## config.mk

```make
export PLATFORM = sky130hd
export DESIGN_NAME = adpll_seq_flat
export DESIGN_NICKNAME = d
export VERILOG_FILES = /design/src/rtl/adpll_seq_if.sv /design/src/rtl/adpll_seq.sv /design/src/flat_wrapper.sv
export SDC_FILE = /design/constraint.sdc
export NUM_CORES = 1
export LEC_CHECK = 0
export ABC_CLOCK_PERIOD_IN_PS = 5900
export CAP_MARGIN = 20
export CORE_ASPECT_RATIO = 1.5
export CORE_MARGIN = 2
export CORE_UTILIZATION = 30
export DETAILED_ROUTE_END_ITERATION = 8
export SLEW_MARGIN = 20
export SYNTH_ARGS = -nofsm -noshare
export SYNTH_HDL_FRONTEND = slang
export SYNTH_SLANG_ARGS = --single-unit
```

## constraint.sdc

```tcl
create_clock -name clk -period 5.9 [get_ports clk]
set_input_delay 1.18 -clock clk [delete_from_list [all_inputs] [get_ports clk]]
set_output_delay 1.18 -clock clk [all_outputs]
set_load 0.03 [all_outputs]
```

## src/rtl/adpll_seq_if.sv

```systemverilog
// ============================================================================
// Module      : adpll_seq_if
// Description : ADPLL register-port bundle. The sequencer drives the request
//               side (valid/address/wdata/wstrb) through the master modport,
//               the ADPLL returns rdata/ready through the slave modport.
//               wstrb = 1 marks a write, 0 a read; rdata is captured on the
//               posedge that samples ready = 1.
// Revision    : 1.0 - initial release
// ============================================================================
`default_nettype none

interface adpll_seq_if #(
    parameter int ADPLL_ADDR_W = 4,
    parameter int ADPLL_DATA_W = 32
);
    logic                    valid;
    logic [ADPLL_ADDR_W-1:0] address;
    logic [ADPLL_DATA_W-1:0] wdata;
    logic                    wstrb;
    logic [1:0]              rdata;
    logic                    ready;

    modport master (
        output valid, address, wdata, wstrb,
        input  rdata, ready
    );

    modport slave (
        input  valid, address, wdata, wstrb,
        output rdata, ready
    );
endinterface

`default_nettype wire

```

## src/rtl/adpll_seq.sv

```systemverilog
// ============================================================================
// Module      : adpll_seq
// Description : ADPLL channel-acquisition sequencer. A start pulse with a BLE
//               channel (0..39) soft-resets the ADPLL, programs FCW and mode,
//               enables it, then alternates SAT/LOCK status reads until
//               LOCK_CNT consecutive lock reads are seen (LOCKED), saturation
//               is reported, or the timeout counter saturates. Failure paths
//               disable the ADPLL before returning to IDLE.
// Ports       : clk, rst (async, active-high)
//               start/abort    - request pulses
//               chan/mode      - sampled with an accepted start
//               port           - ADPLL register port (adpll_seq_if.master)
//               busy/locked    - status
//               fail/fail_code - sticky error, 1=bad chan 2=timeout 3=sat
// Options     : `define ADPLL_SEQ_RELOCK_EN keeps polling ADPLL_LOCK while
//               LOCKED and re-acquires on loss of lock.
// Revision    : 1.0 - initial release
// ============================================================================
`default_nettype none

module adpll_seq #(
    parameter int TIMEOUT_W    = 16,
    parameter int LOCK_CNT     = 4,
    parameter int ADPLL_ADDR_W = 4,   // must match the connected interface
    parameter int ADPLL_DATA_W = 32,  // must match the connected interface
    parameter int FCWW         = 26
) (
    input  wire logic       clk,
    input  wire logic       rst,
    input  wire logic       start,
    input  wire logic       abort,
    input  wire logic [5:0] chan,
    input  wire logic [1:0] mode,
    adpll_seq_if.master     port,
    output logic            busy,
    output logic            locked,
    output logic            fail,
    output logic [1:0]      fail_code
);

    localparam int SW = $clog2(LOCK_CNT + 1);

    localparam logic [ADPLL_ADDR_W-1:0] REG_SOFT_RST = ADPLL_ADDR_W'(0);
    localparam logic [ADPLL_ADDR_W-1:0] REG_FCW      = ADPLL_ADDR_W'(1);
    localparam logic [ADPLL_ADDR_W-1:0] REG_MODE     = ADPLL_ADDR_W'(2);
    localparam logic [ADPLL_ADDR_W-1:0] REG_EN       = ADPLL_ADDR_W'(3);
    localparam logic [ADPLL_ADDR_W-1:0] REG_LOCK     = ADPLL_ADDR_W'(4);
    localparam logic [ADPLL_ADDR_W-1:0] REG_SAT      = ADPLL_ADDR_W'(5);

    // FCW = 2402 MHz base plus 2 MHz per channel, in FCW units.
    localparam logic [FCWW-1:0] FCW_BASE = FCWW'(32'h0258_8000);
    localparam logic [FCWW-1:0] FCW_STEP = FCWW'(32'h0000_8000);

    localparam logic [1:0] CODE_NONE = 2'd0;
    localparam logic [1:0] CODE_CHAN = 2'd1;
    localparam logic [1:0] CODE_TMO  = 2'd2;
    localparam logic [1:0] CODE_SAT  = 2'd3;

    typedef enum logic [3:0] {
        ST_IDLE   = 4'd0,
        ST_SRST1  = 4'd1,
        ST_SRST0  = 4'd2,
        ST_WFCW   = 4'd3,
        ST_WMODE  = 4'd4,
        ST_WEN    = 4'd5,
        ST_POLL   = 4'd6,
        ST_LOCKED = 4'd7,
        ST_DIS    = 4'd8
    } state_t;

    state_t                  state_q,      state_d;
    logic                    valid_q,      valid_d;
    logic [ADPLL_ADDR_W-1:0] address_q,    address_d;
    logic [ADPLL_DATA_W-1:0] wdata_q,      wdata_d;
    logic                    wstrb_q,      wstrb_d;
    logic                    busy_q,       busy_d;
    logic                    locked_q,     locked_d;
    logic                    fail_q,       fail_d;
    logic [1:0]              fail_code_q,  fail_code_d;
    logic [5:0]              chan_q,       chan_d;
    logic [1:0]              mode_q,       mode_d;
    logic                    abort_pend_q, abort_pend_d;
    logic [1:0]              dis_code_q,   dis_code_d;
    logic                    rd_lock_q,    rd_lock_d;   // next POLL read: 0=SAT, 1=LOCK
    logic [TIMEOUT_W-1:0]    tmo_q,        tmo_d;
    logic [SW-1:0]           streak_q,     streak_d;
    // An access still in flight belongs to a state we already left; let it
    // finish without advancing the new state.
    logic                    stale_q,      stale_d;

    logic [FCWW-1:0]         fcw;
    logic [ADPLL_ADDR_W-1:0] acc_addr;
    logic [ADPLL_DATA_W-1:0] acc_data;
    logic                    acc_wr;
    logic                    abort_now;
    logic                    start_ok;
    logic                    rd_one;

    assign fcw    = FCW_BASE + FCWW'(chan_q) * FCW_STEP;
    assign rd_one = (port.rdata == 2'd1);

    // Aborts act only once the FCW stage is reached; earlier ones wait in
    // abort_pend_q so the soft-reset pair is never split.
    assign abort_now = (abort || abort_pend_q) &&
                       (state_q == ST_WFCW || state_q == ST_WMODE ||
                        state_q == ST_WEN  || state_q == ST_POLL  ||
                        state_q == ST_LOCKED);

    assign start_ok = start && !abort &&
                      (state_q == ST_IDLE || state_q == ST_LOCKED);

    // Access issued by the current state once its gap cycle is over.
    always_comb begin
        acc_addr = REG_SOFT_RST;
        acc_data = '0;
        acc_wr   = 1'b1;
        case (state_q)
            ST_SRST1:  acc_data = ADPLL_DATA_W'(1);
            ST_WFCW:   begin acc_addr = REG_FCW;  acc_data = ADPLL_DATA_W'(fcw);    end
            ST_WMODE:  begin acc_addr = REG_MODE; acc_data = ADPLL_DATA_W'(mode_q); end
            ST_WEN:    begin acc_addr = REG_EN;   acc_data = ADPLL_DATA_W'(1);      end
            ST_DIS:    acc_addr = REG_EN;
            ST_POLL:   begin acc_addr = rd_lock_q ? REG_LOCK : REG_SAT; acc_wr = 1'b0; end
            ST_LOCKED: begin acc_addr = REG_LOCK; acc_wr = 1'b0; end
            default:   ;
        endcase
    end

    always_comb begin
        state_d      = state_q;
        valid_d      = valid_q;
        address_d    = address_q;
        wdata_d      = wdata_q;
        wstrb_d      = wstrb_q;
        fail_d       = fail_q;
        fail_code_d  = fail_code_q;
        chan_d       = chan_q;
        mode_d       = mode_q;
        abort_pend_d = abort_pend_q;
        dis_code_d   = dis_code_q;
        rd_lock_d    = rd_lock_q;
        tmo_d        = tmo_q;
        streak_d     = streak_q;
        stale_d      = stale_q;

        if (abort && state_q != ST_IDLE && state_q != ST_DIS)
            abort_pend_d = 1'b1;
        if (state_q == ST_POLL && !(&tmo_q))
            tmo_d = tmo_q + 1'b1;

        case (state_q)
            ST_SRST1, ST_SRST0, ST_WFCW, ST_WMODE, ST_WEN, ST_DIS: begin
                if (valid_q) begin
                    if (port.ready) begin
                        valid_d = 1'b0;
                        if (stale_q) begin
                            stale_d = 1'b0;
                        end else if (abort_now) begin
                            state_d      = ST_DIS;
                            dis_code_d   = CODE_NONE;
                            abort_pend_d = 1'b0;
                        end else begin
                            case (state_q)
                                ST_SRST1: state_d = ST_SRST0;
                                ST_SRST0: state_d = ST_WFCW;
                                ST_WFCW:  state_d = ST_WMODE;
                                ST_WMODE: state_d = ST_WEN;
                                ST_WEN: begin
                                    state_d   = ST_POLL;
                                    tmo_d     = '0;
                                    streak_d  = '0;
                                    rd_lock_d = 1'b0;
                                end
                                default: begin
                                    state_d      = ST_IDLE;
                                    abort_pend_d = 1'b0;
                                    if (dis_code_q != CODE_NONE) begin
                                        fail_d      = 1'b1;
                                        fail_code_d = dis_code_q;
                                    end
                                end
                            endcase
                        end
                    end
                end else if (abort_now) begin
                    state_d      = ST_DIS;
                    dis_code_d   = CODE_NONE;
                    abort_pend_d = 1'b0;
                end else begin
                    valid_d   = 1'b1;
                    address_d = acc_addr;
                    wdata_d   = acc_data;
                    wstrb_d   = acc_wr;
                end
            end

            ST_POLL: begin
                if (valid_q) begin
                    if (port.ready) begin
                        valid_d   = 1'b0;
                        rd_lock_d = !rd_lock_q;
                        if (abort_now) begin
                            state_d      = ST_DIS;
                            dis_code_d   = CODE_NONE;
                            abort_pend_d = 1'b0;
                        end else if (!rd_lock_q) begin
                            if (rd_one) begin
                                state_d    = ST_DIS;
                                dis_code_d = CODE_SAT;
                            end
                        end else if (rd_one) begin
                            if (streak_q == SW'(LOCK_CNT - 1))
                                state_d = ST_LOCKED;
                            else
                                streak_d = streak_q + 1'b1;
                        end else begin
                            streak_d = '0;
                        end
                    end
                end else if (abort_now) begin
                    state_d      = ST_DIS;
                    dis_code_d   = CODE_NONE;
                    abort_pend_d = 1'b0;
                end else if (&tmo_q) begin
                    state_d    = ST_DIS;
                    dis_code_d = CODE_TMO;
                end else begin
                    valid_d   = 1'b1;
                    address_d = acc_addr;
                    wdata_d   = acc_data;
                    wstrb_d   = acc_wr;
                end
            end

            ST_LOCKED: begin
                if (abort_now) begin
                    state_d      = ST_DIS;
                    dis_code_d   = CODE_NONE;
                    abort_pend_d = 1'b0;
                    if (valid_q) begin
                        valid_d = !port.ready;
                        stale_d = !port.ready;
                    end
                end
`ifdef ADPLL_SEQ_RELOCK_EN
                else if (valid_q) begin
                    if (port.ready) begin
                        valid_d = 1'b0;
                        if (!rd_one) begin
                            state_d   = ST_POLL;
                            tmo_d     = '0;
                            streak_d  = '0;
                            rd_lock_d = 1'b0;
                        end
                    end
                end else begin
                    valid_d   = 1'b1;
                    address_d = acc_addr;
                    wdata_d   = acc_data;
                    wstrb_d   = acc_wr;
                end
`endif
            end

            default: ;
        endcase

        // Accepted start overrides whatever IDLE/LOCKED decided above.
        if (start_ok) begin
            fail_d      = 1'b0;
            fail_code_d = CODE_NONE;
            if (chan > 6'd39) begin
                fail_d      = 1'b1;
                fail_code_d = CODE_CHAN;
            end else begin
                chan_d       = chan;
                mode_d       = mode;
                state_d      = ST_SRST1;
                abort_pend_d = 1'b0;
                if (valid_q) begin
                    stale_d = !port.ready;
                end else begin
                    valid_d   = 1'b1;
                    address_d = REG_SOFT_RST;
                    wdata_d   = ADPLL_DATA_W'(1);
                    wstrb_d   = 1'b1;
                end
            end
        end

        busy_d   = (state_d != ST_IDLE) && (state_d != ST_LOCKED);
        locked_d = (state_d == ST_LOCKED);
    end

    always_ff @(posedge clk or posedge rst) begin
        if (rst) begin
            state_q      <= ST_IDLE;
            valid_q      <= 1'b0;
            address_q    <= '0;
            wdata_q      <= '0;
            wstrb_q      <= 1'b0;
            busy_q       <= 1'b0;
            locked_q     <= 1'b0;
            fail_q       <= 1'b0;
            fail_code_q  <= '0;
            chan_q       <= '0;
            mode_q       <= '0;
            abort_pend_q <= 1'b0;
            dis_code_q   <= '0;
            rd_lock_q    <= 1'b0;
            tmo_q        <= '0;
            streak_q     <= '0;
            stale_q      <= 1'b0;
        end else begin
            state_q      <= state_d;
            valid_q      <= valid_d;
            address_q    <= address_d;
            wdata_q      <= wdata_d;
            wstrb_q      <= wstrb_d;
            busy_q       <= busy_d;
            locked_q     <= locked_d;
            fail_q       <= fail_d;
            fail_code_q  <= fail_code_d;
            chan_q       <= chan_d;
            mode_q       <= mode_d;
            abort_pend_q <= abort_pend_d;
            dis_code_q   <= dis_code_d;
            rd_lock_q    <= rd_lock_d;
            tmo_q        <= tmo_d;
            streak_q     <= streak_d;
            stale_q      <= stale_d;
        end
    end

    assign port.valid   = valid_q;
    assign port.address = address_q;
    assign port.wdata   = wdata_q;
    assign port.wstrb   = wstrb_q;
    assign busy         = busy_q;
    assign locked       = locked_q;
    assign fail         = fail_q;
    assign fail_code    = fail_code_q;

endmodule

`default_nettype wire

```

## src/flat_wrapper.sv

```systemverilog
// flat-port wrapper written by rule: the top's interface ports become plain ports
module adpll_seq_flat 
#(
    parameter int TIMEOUT_W    = 16,
    parameter int LOCK_CNT     = 4,
    parameter int ADPLL_ADDR_W = 4,                                        
    parameter int ADPLL_DATA_W = 32,                                       
    parameter int FCWW         = 26
)
  (clk, rst, start, abort, chan, mode, busy, locked, fail, fail_code, port_valid, port_address, port_wdata, port_wstrb, port_rdata, port_ready);
  adpll_seq_if #(.ADPLL_ADDR_W(ADPLL_ADDR_W), .ADPLL_DATA_W(ADPLL_DATA_W)) port_i ();
  input  wire logic clk;
  input  wire logic rst;
  input  wire logic start;
  input  wire logic abort;
  input  wire logic [5:0] chan;
  input  wire logic [1:0] mode;
  output logic busy;
  output logic locked;
  output logic fail;
  output logic [1:0] fail_code;
  output wire logic [$bits(port_i.valid)-1:0] port_valid;
  output wire logic [$bits(port_i.address)-1:0] port_address;
  output wire logic [$bits(port_i.wdata)-1:0] port_wdata;
  output wire logic [$bits(port_i.wstrb)-1:0] port_wstrb;
  input wire logic [$bits(port_i.rdata)-1:0] port_rdata;
  input wire logic [$bits(port_i.ready)-1:0] port_ready;
  assign port_valid = port_i.valid;
  assign port_address = port_i.address;
  assign port_wdata = port_i.wdata;
  assign port_wstrb = port_i.wstrb;
  assign port_i.rdata = port_rdata;
  assign port_i.ready = port_ready;
  adpll_seq #(.TIMEOUT_W(TIMEOUT_W), .LOCK_CNT(LOCK_CNT), .ADPLL_ADDR_W(ADPLL_ADDR_W), .ADPLL_DATA_W(ADPLL_DATA_W), .FCWW(FCWW)) u_core (.clk(clk), .rst(rst), .start(start), .abort(abort), .chan(chan), .mode(mode), .port(port_i), .busy(busy), .locked(locked), .fail(fail), .fail_code(fail_code));
endmodule
```

==> impl_metrics.tcl <==
set metrics [dict create \
    insertion_delay_ns 0.34 \
    max_freq_mhz 299 \
    fin_tns_setup_ns 0 \
    yosysTopAreaCell "dfrtp_1" \
    placed_cells_incl_taps 613 \
    synth_cell_type_count 61 \
    post_cts_resized 0 \
    route.detailed.drc 0 \
    skew_ns 0.00720 \
    ys_ff_latch 79 \
    grt_pass1_vias 3183 \
    p_per_area_nw_per_um2 512 \
    vias_per_cell 5.13 \
    power_leakage_nw 2.14 \
    cts_hold_buf 0 \
    nNetsFinal 484 \
    yosysSeqAreaShare_pct 50.0 \
    critPathArrivalTime_ns 3.57 \
    drv_slew 0 \
    grt_pass1_wl_um 15900 \
    clk_path_buf_depth 2 \
    ant_nets 0 \
    min_period_over_period_pct 56.8 \
    cts_root_buffer "clkbuf_16" \
    cts_tree "yes" \
    layout-drive-gt1-share_pct 7.87 \
    gr-total-overflow 0 \
    outcome "finished, final reports clean" \
    rows 51 \
    ir_drop_mv 0.193 \
    crit_type "input pin to register" \
    syn_to_final_growth_pct 25.6 \
    path_delay_family "simple AND/OR/NAND/NOR gates" \
    worst-slew-pin-transition_ns 0.866 \
    gr-usage-all-layers_pct 14.0 \
    drv_cap 0 \
    ys_async_sr_fraction_pct 100 \
    io_pins 58 \
    synth_top_cell_area_share_pct 50.0 \
    synth.area.top_cells "dfrtp_1 50%, nor2_1 4.8%, nand2_1 4.7%, nor2b_1 4.1%, a21oi_1 3.2%" \
    final_cells 629 \
    cp_max_fo 9 \
    syn_inst 417 \
    synth_area_um2 3950 \
    end_kind "register" \
    slowest_delay_ns 0.58 \
    clk_pin_slew_worst_paths_ns 0.06 \
    setup_violations 0 \
    crit_required_ns 6.12 \
    crit_path_start_kind "input pin" \
    dp_hpwl_um 7110 \
    slew_headroom_pct 42.3 \
    die_area_um2 14100 \
    yosysWarnings 0 \
    cts.sinks 79 \
    cts_max_level 3 \
    diodes 0 \
    dr_total_vias 3228 \
    synthTopCellsByCount "79 x dfrtp_1, 51 x nor2_1, 49 x nand2_1" \
    wl_per_cell_um 15.7 \
    hold_violations 0 \
    drt_iter0_markers 125 \
    die-height_um 145 \
    synthFlopType "dfrtp_1" \
    post-cts-setup-buffer-count 0 \
    synthesis.nets 436 \
    power_mw 2.54 \
    rsz0062_at_grt "no" \
    synth_edf_count 0 \
    core_area_um2 13000 \
    io_buffer_count 57 \
    wl_um 9870 \
    cts_buffers 9 \
    path_buf_inv 1 \
    yosysMostFrequentCell "dfrtp_1" \
    die_w_um 97.7 \
    hold_class "register to register" \
    path_cells "clkdlybuf4s50_1, nor2_1, nor3_2, a211oi_1, nand3b_2, a221o_1, and3b_1, nor2b_1" \
    fin_crit_ns 3.35 \
    syn_area_per_cell_um2 9.48 \
    antenna_found_initial 0 \
    firstDrtPassIters 5 \
    grt_max_degree 51 \
    gp_congestion 0.927 \
    worst_path_max_delay_cell "clkdlybuf4s50_1" \
    start_util_pct 30.5 \
]
cell usage in the layout, fill, tap and decap left out, types with 7 or more instances in the layout:
cell	count
dfrtp_1	79
clkdlybuf4s50_1	57
nor2_1	51
nand2_1	49
nor2b_1	26
a21oi_1	25
o21ai_0	19
xor2_1	13
nor3_1	12
inv_1	11
nand3_1	10
clkbuf_16	9
nand4_1	7
metal layers:
layer	vias up	routed length [um]	GRT usage (%)
li1	1542	-	-
met1	1582	3950	16.2
met2	83	5220	24.8
met3	21	375	2.27
met4	0	325	7.82
met5	-	0	0
layout make-up:
type / instances / area, um2
fill: 1299 / 7990
sequential: 79 / 1980
multi-input combinational: 303 / 1820
timing repair buffer: 60 / 593
clock buffer: 10 / 239
tap: 159 / 199
clock inverter: 6 / 90.1
inverter: 12 / 46.3
worst paths after layout:
check,depth (start not counted),startpoint,to,slack [ns]
hold / removal,2,u_core.port.wstrb$_DFF_PP0_,u_core.port.wstrb$_DFF_PP0_,0.49
setup / recovery,8,abort,u_core.locked$_DFF_PP0_,2.55
setup reg to reg,7,u_core.state_q[2]$_DFF_PP0_,u_core.port.wdata[0]$_DFF_PP0_,2.67
hold reg to reg,2,u_core.port.wstrb$_DFF_PP0_,u_core.port.wstrb$_DFF_PP0_,0.49
min in group asynchronous,2,rst,u_core.port.wdata[12]$_DFF_PP0_,1.30
max in group asynchronous,3,rst,u_core.streak_q[1]$_DFFE_PP0P_,3.71
logic make-up (layout without fill, tap and decap cells):
group	count (synthesis)	after routing	share of synthesized area [%]
flops	79	79	50.0
simple gates	189	189	24.2
mux	10	10	2.66
compound gates	82	82	14.0
xor+xnor	18	18	3.99
fa+ha+maj	4	4	1.27
buf+inv	35	88	3.96
power by group:
| group | internal, mW | total (mW) | switching (mW) |
|---|---|---|---|
| Combinational | 0.418 | 1.02 | 0.606 |
| Clock | 0.384 | 0.613 | 0.228 |
| Sequential | 0.684 | 0.906 | 0.221 |
| Total | 1.49 | 2.54 | 1.06 |
metrics by stage:
| step | instance area (um2) | util [%] | setup slack [ns] | hold slack [ns] |
|---|---|---|---|---|
| floorplan | 3950 | - | 2.70 | 0.445 |
| global placement | 4630 | 35.8 | 2.27 | 0.463 |
| detailed placement | 4630 | 35.8 | 2.27 | 0.470 |
| CTS | 4960 | 38.3 | 2.60 | 0.485 |
| global route | 4960 | 38.3 | 2.40 | 0.521 |
| finish | 4960 | 38.3 | 2.55 | 0.486 |
worst reg2reg max path: cells and delay by family (launching register included):
family	cells	cell delay, ns
flip-flops	1	0.82
AND/OR/NAND/NOR	5	1.85
AO/OA/AOI/OAI	2	0.50
state kept, by name (all words and copies together), names as in the netlist:
signal and cells:
u_core.mode_q 2, u_core.fail 1, u_core.rd_lock_q 1, u_core.port.valid 1, u_core.streak_q 3, u_core.state_q 4
u_core.locked 1, u_core.tmo_q 16, u_core.port.wdata 32, u_core.busy 1, u_core.fail_code 2, u_core.dis_code_q 2
u_core.abort_pend_q 1, u_core.port.wstrb 1, u_core.port.address 4, u_core.chan_q 6, u_core.stale_q 1
Power figures use the tool's default switching activity.
